### config.mk
export PLATFORM = sky130hd
export DESIGN_NAME = fetch_queue
export DESIGN_NICKNAME = d
export VERILOG_FILES = /design/src/rtl/fetch_queue_pkg.sv /design/src/rtl/fetch_queue_storage.sv /design/src/rtl/fetch_queue.sv
export SDC_FILE = /design/constraint.sdc
export NUM_CORES = 1
export LEC_CHECK = 0
export CAP_MARGIN = 25
export CORE_ASPECT_RATIO = 0.8
export CORE_MARGIN = 2
export CORE_UTILIZATION = 40
export CTS_BUF_LIST = sky130_fd_sc_hd__clkbuf_8
export DETAILED_ROUTE_END_ITERATION = 8
export PLACE_DENSITY = 0.64
export SLEW_MARGIN = 5
export SYNTH_ARGS = -nofsm -noshare
export SYNTH_HDL_FRONTEND = slang
export SYNTH_SLANG_ARGS = --single-unit
### constraint.sdc
create_clock -name clk -period 2.5 [get_ports clk]
set_input_delay 0.5 -clock clk [delete_from_list [all_inputs] [get_ports clk]]
set_output_delay 0.5 -clock clk [all_outputs]
set_load 0.01 [all_outputs]
### src/rtl/fetch_queue_pkg.sv
// Shared CPU constants and the fetch-queue entry layout.
// Latency: n/a (declarations only).
// Backpressure: n/a.
package fetch_queue_pkg;

  // Architectural reset PC, shared with the PC register.
  localparam logic [31:0] CPU_RESET_PC  = 32'h0000_3000;
  // Encoding used as a bubble when nothing is queued.
  localparam logic [31:0] CPU_NOP_INSTR = 32'h0000_0000;

  // One queued fetch: PC in the upper half, instruction in the lower half.
  typedef struct packed {
    logic [31:0] pc;
    logic [31:0] instr;
  } fq_entry_t;

endpackage

### src/rtl/fetch_queue_storage.sv
// fq_storage: DEPTH x 64-bit register array, one write port, one async read port.
// Latency: write lands on the posedge; read is combinational from rd_addr.
// Backpressure: none; the controller only writes when a push is legal.
module fq_storage #(
  parameter int DEPTH = 4,
  parameter int AW    = $clog2(DEPTH)
) (
  input  logic          clk,
  input  logic          wr_en,
  input  logic [AW-1:0] wr_addr,
  input  logic [63:0]   wr_data,
  input  logic [AW-1:0] rd_addr,
  output logic [63:0]   rd_data
);

  logic [63:0] mem [DEPTH];

  // Contents are never cleared; validity is owned by the pointers in the controller.
  always_ff @(posedge clk) begin
    if (wr_en) begin
      mem[wr_addr] <= wr_data;
    end
  end

  assign rd_data = mem[rd_addr];

endmodule

### src/rtl/fetch_queue.sv
// fetch_queue: FIFO of fetched {pc, instr} between fetch and decode.
// Latency: one cycle from push edge to visibility on out_*; no bypass.
// Backpressure: in_ready = not full (registered only), doubles as fetch PC-hold.
module fetch_queue
  import fetch_queue_pkg::*;
#(
  parameter int          DEPTH    = 4,
  parameter logic [31:0] RESET_PC = CPU_RESET_PC
) (
  input  logic                     clk,
  input  logic                     reset,
  input  logic                     flush,
  input  logic                     in_valid,
  input  logic [31:0]              in_pc,
  input  logic [31:0]              in_instr,
  output logic                     in_ready,
  output logic                     out_valid,
  input  logic                     out_ready,
  output logic [31:0]              out_pc,
  output logic [31:0]              out_instr,
  output logic [$clog2(DEPTH):0]   count
);

  localparam int AW = $clog2(DEPTH);
  localparam int CW = AW + 1;

  logic [AW-1:0] wr_ptr;
  logic [AW-1:0] rd_ptr;
  logic [CW-1:0] count_q;
  logic          push;
  logic          pop;
  fq_entry_t     wr_entry;
  fq_entry_t     rd_entry;

  // Flags come only from the registered count, so out_ready never reaches in_ready.
  assign in_ready  = (count_q != CW'(DEPTH));
  assign out_valid = (count_q != '0);
  assign count     = count_q;

  // A full queue refuses the offer even if the head drains this same cycle.
  assign push = in_valid && in_ready && !flush;
  assign pop  = out_valid && out_ready && !flush;

  assign wr_entry = '{pc: in_pc, instr: in_instr};

  // Pointer and occupancy control; reset outranks flush, flush outranks push/pop.
  always_ff @(posedge clk) begin
    if (reset || flush) begin
      wr_ptr  <= '0;
      rd_ptr  <= '0;
      count_q <= '0;
    end else begin
      if (push) begin
        wr_ptr <= wr_ptr + AW'(1);
      end
      if (pop) begin
        rd_ptr <= rd_ptr + AW'(1);
      end
      case ({push, pop})
        2'b10:   count_q <= count_q + CW'(1);
        2'b01:   count_q <= count_q - CW'(1);
        default: count_q <= count_q;
      endcase
    end
  end

  fq_storage #(
    .DEPTH (DEPTH),
    .AW    (AW)
  ) u_storage (
    .clk     (clk),
    .wr_en   (push),
    .wr_addr (wr_ptr),
    .wr_data (wr_entry),
    .rd_addr (rd_ptr),
    .rd_data (rd_entry)
  );

  // Empty queue presents the reset PC with a nop so decode sees a harmless bubble.
  always_comb begin
    out_pc    = RESET_PC;
    out_instr = CPU_NOP_INSTR;
    if (out_valid) begin
      out_pc    = rd_entry.pc;
      out_instr = rd_entry.instr;
    end
  end

endmodule

Word level (Yosys, flattened, before mapping)
Memories as Yosys holds them, arrays and structs flattened. A register that Yosys moved wholly into a read port is not among the register bits.
Index checks and enable logic that the tools add are counted.
{"block": "classes", "add_sub_neg": 4, "n_eq_ne": 3, "n_mux": 7, "reduce_logical": 8}
{"op": "2-to-1 mux 32 bit", "count": 2}
{"op": "one-hot mux 3 bit (2 select lines)", "count": 1}
{"op": "adder 2 x 1 -> 2 bit (second input constant)", "count": 2}
{"op": "logical AND 1 bit", "count": 4}
{"op": "2-to-1 mux 2 bit", "count": 2}
{"op": "adder 3 x 1 -> 3 bit (second input constant)", "count": 1}
{"op": "!= test 3 bit (second input constant)", "count": 1}
{"op": "nonzero test 3 bit", "count": 1}
{"op": "subtractor 3 x 1 -> 3 bit (second input constant)", "count": 1}
{"op": "== test 2 x 1 -> 1 bit (second input constant)", "count": 1}
{"op": "== test 2 bit (second input constant)", "count": 1}
{"op": "2-to-1 mux 1 bit", "count": 2}
{"op": "nonzero test 2 bit", "count": 1}
{"op": "logical NOT 1 bit", "count": 1}
{"op": "logical OR 1 bit", "count": 1}
{"block": "totals", "ff_bits": 7, "mem_bits_rw": 256, "input_bits": 69, "out_inout_bits": 69, "word_cells": 26, "memories": 1}
{"memory": "u_storage.mem", "depth": 4, "word_bits": 64, "read_ports": 1, "rd_clocked_by_memory_dff": 1, "write_ports": 1, "line_no": "fetch_queue_storage.sv:16", "source": "logic [63:0] mem [DEPTH];"}

Depth between registers and ports, before layout
{"block": "logic_depth", "word_depth": 5, "ltp_mapped": 10, "depth_no_buf": 9}

Modules after synthesis
Synthesis repeated with hierarchy kept, for this count alone.
{"block": "unflattened", "hier_cells": 450, "area_unflattened_um2": 10177.3}
{"module": "fq_storage", "instances": 1, "cells_each": 338, "area_each_um2": 9341.5, "seq_area_each_um2": 7687.4}
{"module": "fetch_queue", "instances": 1, "cells_each": 112, "area_each_um2": 835.8, "seq_area_each_um2": 140.1}

Worst setup path before layout
No wires, ideal clock.
{"block": "synth_timing", "kind": "reg2reg", "startpoint": "register count_q[2] (netlist: count[2])", "endpoint": "register count_q[2] (netlist: count[2])", "setup_time_ns": 0.070, "t_arrival_ns": 2.366, "t_required_ns": 2.430, "setup_slack_ns": 0.064, "path_stages_with_launch": 11, "n_path_buf": 1, "period_less_slack_ns": 2.436, "cell_sequence": "dfxtp_1 or3b_1 buf_6 and2_4 inv_1 ha_1 inv_1 fa_1 xor2_1 or3_2 a21oi_1"}
{"block": "synth_via", "elab_chain_cells": 5, "elab_cells_between_ends": 12, "classes_between": "add/sub: 2; eq/ne: 3; mux: 1; reduce/logical: 6"}
{"item": "start, declared", "line_no": "fetch_queue.sv:29", "source": "logic [CW-1:0] count_q;"}
{"item": "start signal, assigned", "line_no": "fetch_queue.sv:60", "source": "2'b10: count_q <= count_q + CW'(1);"}
{"item": "start signal, assigned", "line_no": "fetch_queue.sv:61", "source": "2'b01: count_q <= count_q - CW'(1);"}
{"item": "start signal, assigned", "line_no": "fetch_queue.sv:62", "source": "default: count_q <= count_q;"}
{"item": "!= test 3 bit (*)", "line_no": "fetch_queue.sv:36", "source": "assign in_ready = (count_q != CW'(DEPTH));"}
{"item": "net in_ready", "line_no": "fetch_queue.sv:16", "source": "output logic in_ready,"}
{"item": "logical AND 1 bit (*) (2 in series)", "line_no": "fetch_queue.sv:41", "source": "assign push = in_valid && in_ready && !flush;"}
{"item": "== test 2 x 1 -> 1 bit / == test 2 bit (equally long branches)", "line_no": "fetch_queue.sv:59", "source": "case ({push, pop})"}
{"item": "one-hot mux 3 bit (2 select lines) / nonzero test 2 bit (equally long branches)"}
The timed path passes the listed nets; every way through them passes the cells marked *.
A chain may end at the register's enable or synchronous reset.

==> load_flow_metrics.sql <==
INSERT INTO impl_metrics (metric_group, metric, value, unit) VALUES
('power_and_ir_drop', 'power.leakage', '4.576', 'nW'),
('critical_path', 'crit_path_end_kind', 'primary output', ''),
('logic_synthesis', 'mappedNetlistArea', '0.01024', 'sq mm'),
('grt', 'grt_first_pass_wirelength', '31540', 'um'),
('routing', 'detail_route.wirelength', '20390', 'um'),
('timing', 'setup_repair_after_global_routing_missed_its_margin', 'true', ''),
('critical_path', 'worstPathArrival', '2070', 'ps'),
('clock_tree', 'cts_tree', 'built', ''),
('timing', 'min_period_over_period', '103.0', '%'),
('critical_path', 'path_common_cell', 'buf_12', ''),
('routing', 'wl_per_cell', '19.83', 'um'),
('timing', 'timing_max_transition_violations_final', '0', ''),
('logic_synthesis', 'yosysUniqueCellTypes', '32', ''),
('logic_synthesis', 'ffs_latches_synth', '265', ''),
('critical_path', 'crit_path_class', 'flip-flop to primary output', ''),
('grt', 'grt_usage', '15.47', '%'),
('logic_synthesis', 'yosys-top-cells-area', 'edfxtp_1 75%, mux4_2 14%, and2_1 3.8%', ''),
('logic_synthesis', 'synth_sequential_area_ratio', '76.86', '%'),
('timing', 'tightest_slew', '310.5', 'ps'),
('final_layout', 'non_filler_instances', '1028', ''),
('placed_design', 'io_buffer_count', '137', ''),
('final_layout', 'num-nets-final', '745', ''),
('timing', 'finalCriticalPeriod', '2574', 'ps'),
('power_and_ir_drop', 'pwr_density_cell', '657.0', 'mW/mm^2'),
('floorplanning', 'die_width', '182.9', 'um'),
('clock_tree', 'clockRootBuffer', 'clkbuf_8', ''),
('clock_tree', 'clkLatencyLatePin', '520', 'ps'),
('logic_synthesis', 'synth_nets', '536', ''),
('logic_synthesis', 'syn-instance-count', '461', ''),
('routing', 'drc', '0', ''),
('status', 'violated_checks', 'negative setup slack', ''),
('placed_design', 'place_hpwl', '11860', 'um'),
('routing', 'vias_per_cell', '4.978', ''),
('logic_synthesis', 'syn_avg_cell_area', '22.20', 'sq um'),
('flow_run', 'max_cap_violations', '0', ''),
('floorplanning', 'die_h', '147.1', 'um'),
('timing', 'postLayoutSetupSlackWorst', '-73.98', 'ps'),
('routing', 'routed-via-count', '5117', ''),
('floorplanning', 'fp.coreArea', '0.02524', 'sq mm'),
('critical_path', 'critPathRequiredTime', '2000', 'ps'),
('placed_design', 'gpl.final_weighted_congestion', '0.7820', ''),
('timing', 'timing.final.setup_violations', '24', ''),
('final_layout', 'design_area', '0.01347', 'sq mm'),
('clock_tree', 'clock_path_buffers', '3', ''),
('grt', 'pin_count_of_the_biggest_net_entering_global_routing', '44', ''),
('status', 'status', 'finished, violations left', ''),
('routing', 'dr.first_iter.drc_count', '250', ''),
('floorplanning', 'design.die.area', '0.02689', 'sq mm'),
('logic_synthesis', 'synth_top_area_share', '75.10', '%'),
('placed_design', 'placement.cell_area', '0.01223', 'sq mm'),
('timing', 'fin_worst_skew', '10.43', 'ps'),
('floorplanning', 'start_util', '40.55', '%'),
('timing', 'clock.fmax', '388.5', 'MHz'),
('routing', 'firstDrtPassIters', '4', ''),
('clock_tree', 'cts_max_level', '2', ''),
('critical_path', 'crit_chain', 'buf_12, buf_12, mux4_2, or2_1, buf_2', ''),
('clock_tree', 'cts-buffers-inserted', '44', ''),
('critical_path', 'cp_slowest_stage_delay', '500', 'ps'),
('grt', 'grt_overflow_total', '0', ''),
('critical_path', 'critical_path.max_fanout', '8', ''),
('worst_hold_path', 'timing.hold.worst.class', 'flip-flop to flip-flop', ''),
('grt', 'number_of_global_route_vias_before_repair', '5691', ''),
('final_layout', 'areaGrowthSynthToFinish', '31.59', '%'),
('grt', 'grt_antenna_before_repair', '0', ''),
('final_layout', 'post_route_cells_drive_above_1_share', '42.05', '%'),
('timing', 'worst_max_slew_margin_expressed_relative_to_the_limit', '79.30', '%'),
('floorplanning', 'std_cell_rows', '52', ''),
('critical_path', 'crit_path_top_delay_cell', 'mux4_2', ''),
('placed_design', 'placed_cells_incl_taps', '927', ''),
('critical_path', 'cp-start-kind', 'flip-flop', ''),
('routing', 'routed_antenna_nets', '0', ''),
('floorplanning', 'pin_count', '138', ''),
('clock_tree', 'clock_transition_at_the_registers_of_the_reported_paths', '50', 'ps'),
('final_layout', 'n_antenna_cell', '0', ''),
('logic_synthesis', 'synth-warning-count', '0', ''),
('clock_tree', 'cts_num_sinks', '265', ''),
('timing', 'final-hold-violation-count', '0', ''),
('power_and_ir_drop', 'worst_ir_drop_vdd', '0.0003751', 'V'),
('logic_synthesis', 'synth_largest_area_cell', 'edfxtp_1', ''),
('timing', 'final.hold.worst_slack', '492.7', 'ps');
## worst max-delay path: cells and delay by family, from the launching register on
family	cells	cell delay, ps
simple gates	1	250
flops	1	380
buf+inv	3	420
mux	1	500
## per-stage QoR
stage	utilization [%]	total power [mW]	setup slack, ps	TNS, ps
floorplan	-	5.202	63.77	0
global placement	48.46	5.467	-70.42	-70.42
detailed placement	48.46	5.485	-259.5	-259.5
CTS	52.58	8.933	-205.5	-4440
global route	53.36	9.211	-146.3	-4474
finish	53.36	8.849	-73.98	-738.1
## synthesized netlist by cell type
master	count
a21o_2	1
a21oi_1	4
and2_1	62
and2_4	1
and3_2	4
buf_12	6
buf_2	6
buf_6	2
clkbuf_1	7
clkbuf_2	1
dfxtp_1	9
edfxtp_1	256
fa_1	1
ha_1	5
inv_1	7
mux4_1	1
mux4_2	63
nand2_1	1
nand3_1	1
nand4_1	1
nor2_1	7
nor2b_1	1
nor3_2	1
o21ai_0	2
o31ai_1	1
o31ai_2	1
or2_1	2
or2_2	1
or3_1	1
or3_2	1
or3b_1	1
xor2_1	3
## power by group
part	leakage (nW)	switching, mW	internal [mW]
sequential	2.40	0.0149	4.94
clock	0.467	1.61	1.80
combinational	1.71	0.200	0.279
total	4.58	1.83	7.02
## state kept, by name, indices dropped and copies added (netlist names), named ones only
| name | cells |
|---|---|
| count | 3 |
| rd_ptr | 2 |
| wr_ptr | 2 |
| u_storage.mem | 256 |
## what timing repair did
| item | 4_1_cts | 5_1_grt |
|---|---|---|
| resized for setup | 293 | 90 |
| cloned | 3 | 0 |
| pin swaps | 11 | 6 |
| hold buffers | 0 | 0 |
| setup endpoints to repair | 65 | 66 |
| buffers inserted | 17 | 6 |
## layer usage
layer	vias up	share of wire, %	track usage, %
met3	35	5.9	3.718
met2	146	49	25.82
li1	2302	-	-
met4	0	1.8	4.280
met1	2634	43	20.50
met5	-	0	0
## kinds of logic (layout without fill, tap and decap cells)
logic type,after synthesis,after routing,synth area share (%)
AO/OA/AOI/OAI,9,9,0.5745
flip-flops,265,265,76.86
XOR/XNOR,3,3,0.2567
multiplexers,64,64,14.12
adder cells (fa/ha/maj),6,6,0.8068
buffers and inverters,29,272,2.249
AND/OR/NAND/NOR,85,85,5.134
## worst paths after layout
kind              startpoint    endpoint  slack, ps  cells past startpoint
setup / recovery   flip-flop  out_pc[13]        -70                      5
hold / removal     rd_ptr[1]   flip-flop        490                      2
setup reg to reg    count[1]    count[2]         20                      9
hold reg to reg    rd_ptr[1]   flip-flop        490                      2
## cells in the final DEF (no fill, tap or decap), types with 2 or more instances in the layout
cell type / instances
and3_4: 4
dfxtp_4: 2
dfxtp_2: 2
buf_4: 17
xor2_1: 3
and2_1: 11
a21oi_1: 3
buf_6: 51
clkdlybuf4s50_1: 71
edfxtp_1: 256
and2_4: 52
buf_12: 25
buf_2: 15
inv_1: 22
clkbuf_8: 46
clkinv_2: 3
nor2_1: 7
clkinv_1: 13
mux4_2: 64
o21ai_0: 2
dfxtp_1: 5
ha_1: 4
buf_8: 2
## cell type report
| type | count | area (sq um) |
|---|---|---|
| Inverter | 7 | 26.28 |
| Timing Repair Buffer | 185 | 2072 |
| Sequential cell | 265 | 7878 |
| Clock buffer | 46 | 633.1 |
| Fill cell | 1992 | 11780 |
| Clock inverter | 34 | 162.7 |
| Multi-Input combinational cell | 167 | 2292 |
| Tap cell | 324 | 405.4 |
(Power assumes the default switching activity.)
